### src/rtl/fsm_mon_pkg.sv
// Shared types for the FSM run-time monitor: error codes, monitor phase and the error record.
package fsm_mon_pkg;

    // Widest observed-state bus the error record can carry.
    localparam int MAX_SW = 8;

    typedef enum logic [1:0] {
        ERR_NONE         = 2'd0,
        ERR_RST_MISMATCH = 2'd1,
        ERR_ILLEGAL      = 2'd2,
        ERR_STUCK        = 2'd3
    } err_code_e;

    typedef enum logic {
        WAIT_FIRST = 1'b0,
        RUN        = 1'b1
    } phase_e;

    typedef struct packed {
        err_code_e         code;
        logic [MAX_SW-1:0] prev;
        logic [MAX_SW-1:0] cur;
    } err_rec_t;

endpackage

### src/rtl/fsm_mon_err_slot.sv
// Single-entry error record with valid/ready handoff and a sticky overflow flag.
module fsm_mon_err_slot
    import fsm_mon_pkg::*;
(
    input  logic     clk,
    input  logic     rst,
    input  logic     raise,
    input  err_rec_t new_rec,
    input  logic     ready,
    output logic     valid,
    output err_rec_t rec,
    output logic     overflow
);

    always_ff @(posedge clk or posedge rst) begin
        if (rst) begin
            valid    <= 1'b0;
            rec      <= '0;
            overflow <= 1'b0;
        end else begin
            // A record being accepted this edge frees the slot for a same-cycle error.
            if (raise && (!valid || ready)) begin
                valid <= 1'b1;
                rec   <= new_rec;
            end else if (valid && ready) begin
                valid    <= 1'b0;
                rec.code <= ERR_NONE;
            end
            if (raise && valid && !ready) begin
                overflow <= 1'b1;
            end
        end
    end

endmodule

### src/rtl/fsm_runtime_monitor.sv
// Run-time checker beside a small FSM: reset value, legal transitions, stuck states, cover visits.
// Errors leave through a single-entry valid/ready record; status bits are sticky until reset.
module fsm_runtime_monitor
    import fsm_mon_pkg::*;
#(
    parameter int                          SW          = 2,
    parameter logic [SW-1:0]               RESET_STATE = '0,
    parameter logic [(2**SW)*(2**SW)-1:0]  LEGAL_MASK  = '1,
    parameter logic [SW-1:0]               COVER_STATE = SW'(3),
    parameter int                          STUCK_LIMIT = 16,
    parameter int                          CW          = 16
) (
    input  logic          clk,
    input  logic          rst,
    input  logic          mon_en,
    input  logic [SW-1:0] mon_state,
    output logic          err_valid,
    input  logic          err_ready,
    output logic [1:0]    err_code,
    output logic [SW-1:0] err_prev,
    output logic [SW-1:0] err_cur,
    output logic          err_overflow,
    output logic          cover_hit,
    output logic [CW-1:0] cover_count
);

    localparam int              DW        = $clog2(STUCK_LIMIT + 1);
    localparam logic [DW-1:0]   DWELL_MAX = DW'(STUCK_LIMIT);

    phase_e        phase_q, phase_d;
    logic [SW-1:0] prev_q, prev_d;
    logic [DW-1:0] dwell_q, dwell_d;
    logic          stuck_q, stuck_d;
    err_code_e     raise_code;
    err_rec_t      raise_rec;
    err_rec_t      slot_rec;

    always_comb begin
        // NOTE: every output of this block gets a default before any branch, so no latch is inferred.
        phase_d    = phase_q;
        prev_d     = prev_q;
        dwell_d    = dwell_q;
        stuck_d    = stuck_q;
        raise_code = ERR_NONE;
        if (mon_en) begin
            prev_d = mon_state;
            if (phase_q == WAIT_FIRST) begin
                phase_d = RUN;
                dwell_d = DW'(1);
                stuck_d = 1'b0;
                if (mon_state != RESET_STATE) raise_code = ERR_RST_MISMATCH;
            end else begin
                if (mon_state == prev_q) begin
                    if (dwell_q != DWELL_MAX) dwell_d = dwell_q + 1'b1;
                    if (dwell_d == DWELL_MAX && !stuck_q) begin
                        stuck_d    = 1'b1;
                        raise_code = ERR_STUCK;
                    end
                end else begin
                    dwell_d = DW'(1);
                    stuck_d = 1'b0;
                end
                // {prev, cur} is prev*NS + cur; written last so it outranks STUCK.
                if (!LEGAL_MASK[{prev_q, mon_state}]) raise_code = ERR_ILLEGAL;
            end
        end
        raise_rec.code = raise_code;
        raise_rec.prev = MAX_SW'((phase_q == WAIT_FIRST) ? mon_state : prev_q);
        raise_rec.cur  = MAX_SW'(mon_state);
    end

    // NOTE: all monitor state is plain flops (no memories), so every bit is cleared by the async reset.
    always_ff @(posedge clk or posedge rst) begin
        if (rst) begin
            phase_q     <= WAIT_FIRST;
            prev_q      <= '0;
            dwell_q     <= '0;
            stuck_q     <= 1'b0;
            cover_hit   <= 1'b0;
            cover_count <= '0;
        end else begin
            // NOTE: non-blocking assignments keep every flop reading pre-edge values.
            phase_q <= phase_d;
            prev_q  <= prev_d;
            dwell_q <= dwell_d;
            stuck_q <= stuck_d;
            if (mon_en && mon_state == COVER_STATE) begin
                cover_hit <= 1'b1;
                if (cover_count != '1) cover_count <= cover_count + 1'b1;
            end
        end
    end

    fsm_mon_err_slot u_err_slot (
        .clk      (clk),
        .rst      (rst),
        .raise    (raise_code != ERR_NONE),
        .new_rec  (raise_rec),
        .ready    (err_ready),
        .valid    (err_valid),
        .rec      (slot_rec),
        .overflow (err_overflow)
    );

    assign err_code = slot_rec.code;
    assign err_prev = slot_rec.prev[SW-1:0];
    assign err_cur  = slot_rec.cur[SW-1:0];

    // Upper record bits are zero padding beyond SW; fold them into a sink.
    logic unused_rec_pad;
    assign unused_rec_pad = ^{slot_rec.prev, slot_rec.cur};

endmodule

### config.mk
export PLATFORM = sky130hd
export DESIGN_NAME = fsm_runtime_monitor
export DESIGN_NICKNAME = d
export VERILOG_FILES = /design/src/rtl/fsm_mon_pkg.sv /design/src/rtl/fsm_mon_err_slot.sv /design/src/rtl/fsm_runtime_monitor.sv
export SDC_FILE = /design/constraint.sdc
export NUM_CORES = 1
export LEC_CHECK = 0
export CAP_MARGIN = 10
export CORE_MARGIN = 1
export CORE_UTILIZATION = 46
export CTS_BUF_LIST = sky130_fd_sc_hd__clkbuf_16
export CTS_CLUSTER_SIZE = 28
export DETAILED_ROUTE_END_ITERATION = 6
export GPL_TIMING_DRIVEN = 0
export PLACE_DENSITY = 0.83
export SETUP_SLACK_MARGIN = 0.1
export SLEW_MARGIN = 15
export SYNTH_ARGS = -nofsm -noshare
export SYNTH_HDL_FRONTEND = slang
export SYNTH_SLANG_ARGS = --single-unit
### constraint.sdc
create_clock -name clk -period 1.9 [get_ports clk]
set_input_delay 0.19 -clock clk [delete_from_list [all_inputs] [get_ports clk]]
set_output_delay 0.19 -clock clk [all_outputs]
set_load 0.05 [all_outputs]
==> flow_summary_export.csv, run 1 <==
group,metric,value,unit
timing,tightest_slew,0.692,ns
clock_network,clk_latency,0.28,ns
layout,area_growth,47.4,%
die,die_y,61.8,um
layout,fin_nets,214,
global_routing,grt_max_degree,35,
setup_path,crit_chain,"inv_2, ha_4, nand4bb_4, and2_4, nor4b_4, nand3b_4, a21oi_4, mux2_4",
placed_design,hpwl,2500,um
route,drtIter0Drc,73,
clock_network,cts_buffer_depth,2,
global_routing,grt_pass1_vias,1287,
yosys,syn-num-nets,160,
setup_path,critPathLaunchType,"flop",
global_routing,antenna_found_initial,0,
setup_path,critPathLaunch,"dwell_q[0]",
global_routing,grt.overflow.total,0,
die,chipWidth,61.8,um
route,vias,1371,
yosys,synth.distinct_cells,38,
status,status,"complete, but fails checks",
yosys,yosys_warnings,0,
route,wl,4190,um
yosys,syn_area_per_cell,10.9,um^2
layout,layout-drive-gt1-share,29.6,%
power,p_per_area,963,mW/mm^2
die,die_area,0.00382,mm^2
clock_network,clkTransAtPathRegs,0.06,ns
timing,fin_crit,2.16,ns
layout,fillCellCount,224,
clock_network,cts_made_buffers,5,
power,p_leak,1.09,nW
setup_path,cpPeakStageDelay,0.42,ns
placed_design,globalplace.congestion,0.758,
timing,drv_slew,0,
setup_path,crit_path_end_kind,"flop",
die,initial_core_util,48.6,%
die,coreArea,0.00339,mm^2
setup_path,r2r_start,"dwell_q[0]",
timing,layout_worst_path_cycle_share,114,%
global_routing,grt_pass1_wl,5950,um
setup_path,critPathTopFamily,"simple AND/OR/NAND/NOR gates",
status,violations,"setup timing",
yosys,synth_area,0.00165,mm^2
clock_network,clock-root-buffer,"clkbuf_16",
die,rows,21,
power,total_power,2.34,mW
layout,diodes,0,
route,post_drt_wl_per_cell,16.6,um
yosys,synth-seq-area-share,51.7,%
yosys,synth_seq_cells,34,
setup_path,path_class,"reg -> reg",
timing,setup-violations-final,8,
route,antenna_left,0,
clock_network,ctsHtreeMaxLevel,2,
route,drc_errors,0,
worst_hold_path,hold_class,"in -> async",
job,maxCapViolations,0,
clock_network,cts_tree,"built",
placed_design,io_buffers,30,
route,first_pass_iters,4,
die,io_pins,31,
setup_path,cp_data_required_time,2.06,ns
global_routing,grt_usage,22.2,%
timing,relSlewSlack,53.8,%
route,avgViaCountPerCell,5.44,
timing,finalSetupTns,-1.57,ns
power,ir_drop,0.982,mV
setup_path,worstPathMaxFanout,5,
timing,setup_ws,-0.262,ns
setup_path,path_buf_inv,1,
setup_path,cp_slowest_cell,"dfrtp_2",
clock_network,numClockSinks,34,
timing,rsz0062_at_grt,"yes",
timing,hold_viol,0,
timing,fmax,0.463,GHz
setup_path,crit_arrival,2.32,ns
timing,finalClockSkew,0.00867,ns
yosys,synthCells,151,
placed_design,pre_cts_slack,-0.433,ns
[cell usage in the layout (no fill, tap or decap), drive strengths merged, types with 5 or more instances in the layout]
master / count
xnor2: 11
dfrtp: 34
nand3: 10
a21oi: 7
buf: 17
nand2: 12
clkdlybuf4s50: 28
inv: 9
nand4: 6
xor2: 5
o21ai: 6
mux2: 7
clkbuf: 6
nor2: 10
[layout make-up]
class                           count  area (um^2)  share of cell area (%)
Tap cell                           46         57.6                    2.37
Clock inverter                      3         13.8                   0.567
Sequential cell                    34          861                    35.5
Clock buffer                        5          125                    5.15
Timing Repair Buffer               47          449                    18.5
Inverter                            8         30.0                    1.24
Multi-Input combinational cell    108          887                    36.5
Buffer                              1         3.75                   0.155
[routing by layer]
metal  share of wire (%)  global-route usage [%]  up-vias
li1                    -                       -      639
met1                  41                    28.1      679
met2                  52                    37.2       43
met3                 4.6                    5.59       10
met4                 2.0                    7.62        0
met5                   0                       0        -
[what timing repair did]
item                                    4_1_cts  5_1_grt
buffers inserted                              8       10
pin swaps                                     7        8
hold buffers                                  0        0
endpoints found under the setup margin       10       15
resized for setup                             6       12
[registers in the layout, summed over array words and instances (netlist names)]
signal               flops
phase_q                  1
prev_q                   2
cover_hit                1
dwell_q                  5
u_err_slot.overflow      1
cover_count             16
u_err_slot.valid         1
u_err_slot.rec           6
stuck_q                  1
[through the flow]
stage	instances	area (um^2)	utilization, %	hold WS, ns
after CTS	243	2310	68.0	0.374
after global routing	252	2430	71.6	0.446
after floorplan	151	1710	-	0.328
after detailed placement	227	2070	61.1	0.444
after global placement	227	2070	61.1	0.439
final	252	2430	71.6	0.339
[cell usage after synthesis, drive strengths merged]
cell type | instances | share of area, %
nor2 | 10 | 2.4
nand2b | 2 | 0.76
a221o | 1 | 0.61
o21ai | 6 | 1.8
ha | 3 | 2.3
or3 | 1 | 0.38
dfrtp | 34 | 52
o211ai | 1 | 0.46
xnor2 | 11 | 5.9
inv | 8 | 1.8
clkbuf | 1 | 0.23
and3 | 4 | 1.5
o22ai | 2 | 0.76
nor2b | 1 | 0.38
nand4 | 6 | 2.3
o2bb2ai | 1 | 0.53
mux2 | 7 | 5.7
a31oi | 2 | 0.76
nand2 | 12 | 2.7
nand3 | 10 | 3.0
and2 | 2 | 0.91
nor3 | 4 | 1.2
xor2 | 5 | 2.7
a211oi | 2 | 0.91
nand3b | 2 | 1.1
a21o | 1 | 0.46
nor4b | 1 | 1.4
o22a | 1 | 0.53
nand4bb | 1 | 0.99
a41oi | 1 | 0.53
a21oi | 7 | 2.8
or2 | 1 | 0.38
[kinds of logic (layout without fill, tap and decap cells)]
logic type,after synthesis,after routing,share of synthesized area (%)
mux,7,7,5.70
simple gates,57,57,19.6
fa+ha+maj,3,3,2.28
flops,34,34,51.7
xor+xnor,16,16,8.51
compound gates,25,25,10.2
buf+inv,9,64,2.05
[worst paths after layout]
check,endpoint,slack [ns],cells after the start
min reg2reg,u_err_slot.overflow,0.45,1
min,cover_count[9],0.34,2
min in group clk,u_err_slot.overflow,0.45,1
max reg2reg,u_err_slot.rec[8],-0.26,8
max,u_err_slot.rec[8],-0.26,8
max in group asynchronous,cover_count[0],1.07,2
[report_power, final]
| group | leakage, nW | internal (mW) | switching (mW) |
|---|---|---|---|
| logic | 0.589 | 0.296 | 0.382 |
| registers | 0.427 | 0.795 | 0.0961 |
| clock network | 0.0748 | 0.475 | 0.294 |
Note: power is estimated with default switching activity, not from simulation.
==> run 2: changes to the inputs <==
--- a/config.mk
+++ b/config.mk
@@ -11,8 +11,9 @@
 export CTS_BUF_LIST = sky130_fd_sc_hd__clkbuf_16
 export CTS_CLUSTER_SIZE = 28
 export DETAILED_ROUTE_END_ITERATION = 6
+export GPL_ROUTABILITY_DRIVEN = 0
 export GPL_TIMING_DRIVEN = 0
-export PLACE_DENSITY = 0.83
+export PLACE_DENSITY = 0.75
 export SETUP_SLACK_MARGIN = 0.1
 export SLEW_MARGIN = 15
 export SYNTH_ARGS = -nofsm -noshare
==> run 2 against run 1 <==
Global-route usage fell by 0.15 points. Largest cell class is now registers. Count of clock-buffer cells in the layout did not move. Power fell by 4.9%. Utilization fell by 2.1 points. Maximum frequency fell by 1.9%. Clock power fell by 1%. Worst setup slack got worse by 0.043 ns. Flip-flop and latch count did not move. Design area fell by 3.0%. Critical endpoint is now u_err_slot.rec[1]. The run still ends with setup timing left. Critical path depth did not move.
==> flow_summary_export.csv, run 2 (same netlist as run 1, synthesis figures left out) <==
group,metric,value,unit
clock_network,cts_buffer_depth,2,
die,io_pins,31,
placed_design,io_buffers,30,
die,die_area,0.00382,mm^2
timing,rsz0062_at_grt,"yes",
timing,finalClockSkew,0.00507,ns
timing,fmax,0.454,GHz
setup_path,path_buf_inv,1,
global_routing,grt.overflow.total,0,
clock_network,clk_latency,0.28,ns
route,antenna_left,0,
die,coreArea,0.00339,mm^2
status,violations,"setup timing",
power,seqPwrFrac,40.8,%
timing,setup-violations-final,8,
global_routing,grt_usage,22.0,%
layout,largest_register,"cover_count",
placed_design,hpwl,2390,um
power,switchingPower,732,uW
setup_path,cp_slowest_cell,"dfrtp_2",
setup_path,cpPeakStageDelay,0.44,ns
placed_design,dp_cells,227,
setup_path,crit_path_end_kind,"flop",
clock_network,clkTransAtPathRegs,0.05,ns
setup_path,crit_arrival,2.36,ns
setup_path,path_class,"reg -> reg",
power,ir_drop,1.31,mV
route,vias,1349,
die,rows,21,
worst_hold_path,hold_class,"in -> async",
power,p_leak,1.05,nW
layout,final_common_cell,"clkdlybuf4s50_1",
timing,tightest_slew,0.711,ns
clock_network,cts_tree,"built",
timing,setup_ws,-0.304,ns
layout,diodes,0,
global_routing,grt_max_degree,35,
power,p_clk_share,34.2,%
setup_path,worstPathMaxFanout,5,
power,p_int,1.49,mW
route,wl,3890,um
job,maxCapViolations,0,
layout,fin_nets,209,
setup_path,critPathTopFamily,"simple AND/OR/NAND/NOR gates",
layout,top_regs,"cover_count (16), u_err_slot.rec (6), dwell_q (5)",
timing,hold_viol,0,
timing,relSlewSlack,52.5,%
clock_network,numClockSinks,34,
die,initial_core_util,48.6,%
layout,largest_reg_flops,16,
setup_path,crit_chain,"inv_2, ha_4, nand4bb_4, and2_4, nor4b_4, nand3b_4, a21oi_4, mux2_4",
timing,fin_crit,2.20,ns
clock_network,cts_made_buffers,5,
global_routing,grt_pass1_wl,5840,um
layout,utilization,69.5,%
route,drc_errors,0,
route,drtIter0Drc,59,
route,first_pass_iters,4,
timing,layout_worst_path_cycle_share,116,%
status,status,"complete, but fails checks",
power,share_comb_of_total_power,25.0,%
clock_network,clock-root-buffer,"clkbuf_16",
setup_path,cp_data_required_time,2.06,ns
clock_network,ctsHtreeMaxLevel,2,
die,die_y,61.8,um
power,p_per_area,944,mW/mm^2
clock_network,cts_hold_buffers,0,
setup_path,critPathLaunchType,"flop",
power,swShare,32.9,%
route,avgViaCountPerCell,5.46,
timing,drv_slew,0,
layout,fin_cells,247,
die,chipWidth,61.8,um
layout,mostFrequentLayoutCells,"clkdlybuf4s50_1, dfrtp_1, nand2_1, xnor2_1, nand3_1",
global_routing,grt_pass1_vias,1247,
route,post_drt_wl_per_cell,15.8,um
global_routing,antenna_found_initial,0,
layout,area_growth,43.0,%
layout,layout-drive-gt1-share,25.9,%
==> run 2: cell count changes in the layout (fill, tap and decap cells not counted), moves of 2 or more <==
cell | before | now
nor3_2 | 0 | 2
nand3_1 | 8 | 10
buf_6 | 1 | 4
buf_4 | 15 | 8
nand3_2 | 2 | 0
nor3_4 | 2 | 0
==> run 2: final timing paths <==
kind | startpoint | end | slack (ns) | cells after the start
max in group asynchronous | rst | cover_count[0] | 1.04 | 2
max | dwell_q[1] | u_err_slot.rec[1] | -0.30 | 8
min | rst | dwell_q[2] | 0.35 | 2
min reg2reg | u_err_slot.overflow | u_err_slot.overflow | 0.46 | 1
min in group clk | u_err_slot.overflow | u_err_slot.overflow | 0.46 | 1
max reg2reg | dwell_q[1] | u_err_slot.rec[1] | -0.30 | 8
==> run 2: final cells by class <==
type                            count  area, um^2
Buffer                              1        3.75
Clock buffer                        5         125
Clock inverter                      3        12.5
Fill cell                         241        1030
Inverter                            8        30.0
Multi-Input combinational cell    108         855
Sequential cell                    34         861
Tap cell                           46        57.6
Timing Repair Buffer               42         410
==> run 2: repair_timing <==
item	in CTS	in global routing
pin swaps	6	6
endpoints found under the setup margin	8	16
buffers inserted	8	6
gates cloned	0	0
resized for setup	7	9
==> run 2: power by group through the flow <==
stage | clock [mW] | combinational (mW) | sequential, mW
finish | 0.760 | 0.555 | 0.908
global route | 0.812 | 0.600 | 0.919
CTS | 0.774 | 0.552 | 0.905
detailed placement | 0 | 0.532 | 0.911
global placement | 0 | 0.510 | 0.905
floorplan | 0 | 0.193 | 1.07
==> run 2: metal layers <==
metal | global-route usage, % | part of all wire, % | vias up | routed length (um)
met5 | 0 | 0 | - | 0
met4 | 9.84 | 3.6 | 0 | 141
met3 | 8.07 | 4.2 | 14 | 163
met2 | 32.9 | 50 | 38 | 1960
met1 | 28.8 | 42 | 663 | 1630
li1 | - | - | 634 | -
==> run 2: stage by stage <==
stage               setup TNS, ns  power, mW  hold slack (ns)  instance area, um^2  setup WS, ns
floorplan                  -0.436       1.26            0.328                 1710        -0.109
global placement            -2.24       1.41            0.441                 2070        -0.396
detailed placement          -2.99       1.44            0.454                 2070        -0.451
CTS                         -1.87       2.23            0.382                 2300        -0.276
global route                -2.92       2.33            0.445                 2350        -0.397
finish                      -2.18       2.22            0.352                 2350        -0.304
==> run 3: changes to the inputs <==
--- a/config.mk
+++ b/config.mk
@@ -7,13 +7,12 @@
 export LEC_CHECK = 0
 export CAP_MARGIN = 10
 export CORE_MARGIN = 1
-export CORE_UTILIZATION = 46
+export CORE_UTILIZATION = 25
 export CTS_BUF_LIST = sky130_fd_sc_hd__clkbuf_16
 export CTS_CLUSTER_SIZE = 28
 export DETAILED_ROUTE_END_ITERATION = 6
 export GPL_ROUTABILITY_DRIVEN = 0
 export GPL_TIMING_DRIVEN = 0
-export PLACE_DENSITY = 0.75
 export SETUP_SLACK_MARGIN = 0.1
 export SLEW_MARGIN = 15
 export SYNTH_ARGS = -nofsm -noshare
==> run 3 against run 2 <==
The flow still finishes with violations (setup timing). Critical path type unchanged. Combinational power about the same. Power is 0.49% higher. Largest power group unchanged. Die area is 81% higher.
==> flow_summary_export.csv, run 3 (same netlist as run 1, synthesis figures left out) <==
group,metric,value,unit
layout,fin_nets,209,
placed_design,place_area,0.00211,mm^2
timing,finalSetupTns,-1.05,ns
route,vias,1311,
route,dr_wl_met3,158,um
route,antenna_left,0,
clock_network,cts_buffer_depth,2,
power,p_per_area,943,mW/mm^2
setup_path,crit_cells,8,
layout,design_area,0.00237,mm^2
timing,layout_worst_path_cycle_share,110,%
placed_design,pre_cts_slack,-0.471,ns
layout,layout-drive-gt1-share,24.9,%
setup_path,critPathLaunchType,"flop",
layout,multi_input_area,838,um^2
layout,fillCellCount,611,
power,p_clk_share,35.0,%
timing,tightest_slew,0.702,ns
global_routing,antenna_found_initial,0,
route,top_layer_used,"met4",
setup_path,worstPathMaxFanout,5,
status,status,"complete, but fails checks",
timing,setup-violations-final,8,
die,chipWidth,83.2,um
timing,rsz0062_at_grt,"yes",
route,post_drt_wl_per_cell,12.6,um
timing,setup_ws,-0.189,ns
route,wl,3500,um
clock_network,clk_latency,0.28,ns
die,coreArea,0.00635,mm^2
layout,diodes,0,
clock_network,clock-root-buffer,"clkbuf_16",
clock_network,clkTransAtPathRegs,0.06,ns
layout,largest_reg_flops,16,
power,p_leak,1.04,nW
die,initial_core_util,25.9,%
setup_path,cpPeakStageDelay,0.40,ns
global_routing,grt.overflow.total,0,
clock_network,cts_tree,"built",
layout,utilization,37.3,%
setup_path,crit_chain,"inv_2, ha_4, nand4bb_4, and2_4, nor4b_4, nand3b_4, a21oi_4, mux2_4",
layout,top_regs,"cover_count (16), u_err_slot.rec (6), dwell_q (5)",
global_routing,grt_usage,11.1,%
route,drc_errors,0,
setup_path,cp_data_required_time,2.06,ns
route,met2_length,1590,um
clock_network,numClockSinks,34,
timing,finalClockSkew,0.00555,ns
setup_path,path_buf_inv,1,
placed_design,io_buffers,30,
die,die_y,83.2,um
power,seqPwrFrac,40.2,%
timing,drv_slew,0,
setup_path,crit_arrival,2.25,ns
setup_path,critPathTopFamily,"simple AND/OR/NAND/NOR gates",
setup_path,crit_path_end_kind,"flop",
power,switchingPower,734,uW
timing,relSlewSlack,53.2,%
clock_network,ctsHtreeMaxLevel,2,
power,share_comb_of_total_power,24.7,%
layout,mostFrequentLayoutCells,"dfrtp_1, clkdlybuf4s50_1, nand2_1, xnor2_1, buf_4",
timing,fmax,0.479,GHz
power,ir_drop,0.998,mV
global_routing,grt_pass1_vias,1326,
setup_path,worstRegToRegCells,8,
setup_path,path_class,"reg -> reg",
route,drtIter0Drc,44,
power,p_int,1.50,mW
setup_path,cp_slowest_cell,"dfrtp_1",
timing,hold_ws,0.351,ns
power,swShare,32.8,%
timing,hold_viol,0,
status,violations,"setup timing",
clock_network,cts_made_buffers,5,
layout,largest_register,"cover_count",
die,io_pins,31,
route,drt-met1-wl,1680,um
route,first_pass_iters,4,
global_routing,grt_pass1_wl,6040,um
layout,area_growth,43.8,%
job,maxCapViolations,0,
die,rows,29,
timing,fin_crit,2.09,ns
layout,seqCellArea,858,um^2
global_routing,grt_max_degree,35,
placed_design,hpwl,2350,um
worst_hold_path,hold_class,"in -> async",
route,avgViaCountPerCell,4.72,
die,die_area,0.00691,mm^2
-- run 3: layer usage --
| layer | global-route usage, % | up-vias |
|---|---|---|
| met5 | 0 | - |
| li1 | - | 637 |
| met1 | 13.8 | 643 |
| met4 | 5.80 | 0 |
| met2 | 17.1 | 25 |
| met3 | 3.48 | 6 |
-- run 3: area by class of cell --
cell class	count	share of cell area [%]
Inverter	8	1.27
Multi-Input combinational cell	108	35.4
Tap cell	77	4.07
Buffer	1	0.158
Sequential cell	34	36.2
Clock buffer	5	5.28
Timing Repair Buffer	42	16.9
Clock inverter	3	0.740
-- run 3: worst register-to-register path, cell delays in order (launching register included) --
cell and delay, ns:
dfrtp_1 0.40, inv_2 0.09, ha_4 0.15, nand4bb_4 0.12, and2_4 0.16, nor4b_4 0.34, nand3b_4 0.13, a21oi_4 0.25
mux2_4 0.33
-- run 3: worst paths after layout --
check / start / endpoint / slack, ns
setup / recovery: dwell_q[1] / u_err_slot.rec[0] / -0.19
hold / removal: rst / dwell_q[2] / 0.35
setup reg to reg: dwell_q[1] / u_err_slot.rec[0] / -0.19
hold reg to reg: u_err_slot.overflow / u_err_slot.overflow / 0.46
max in group asynchronous: rst / cover_count[0] / 1.05
min in group clk: mon_state[1] / u_err_slot.rec[1] / 0.38
-- run 3: power by group through the flow --
stage	registers, mW	logic [mW]	clock network (mW)
5_1_grt	0.913	0.592	0.839
6_report	0.899	0.552	0.783
4_1_cts	0.900	0.549	0.804
3_3_place_gp	0.911	0.515	0
3_5_place_dp	0.912	0.520	0
2_1_floorplan	1.07	0.193	0
-- run 3: timing repair --
item / CTS / global route
setup endpoints to repair: 12 / 16
setup buffers: 8 / 4
hold buffers: 0 / 0
gates resized for setup: 2 / 5
pin swaps: 7 / 2
-- run 3: through the flow --
stage | power (mW) | cells
after floorplan | 1.26 | 151
after global routing | 2.34 | 278
after global placement | 1.43 | 258
after CTS | 2.25 | 274
after detailed placement | 1.43 | 258
final | 2.23 | 278
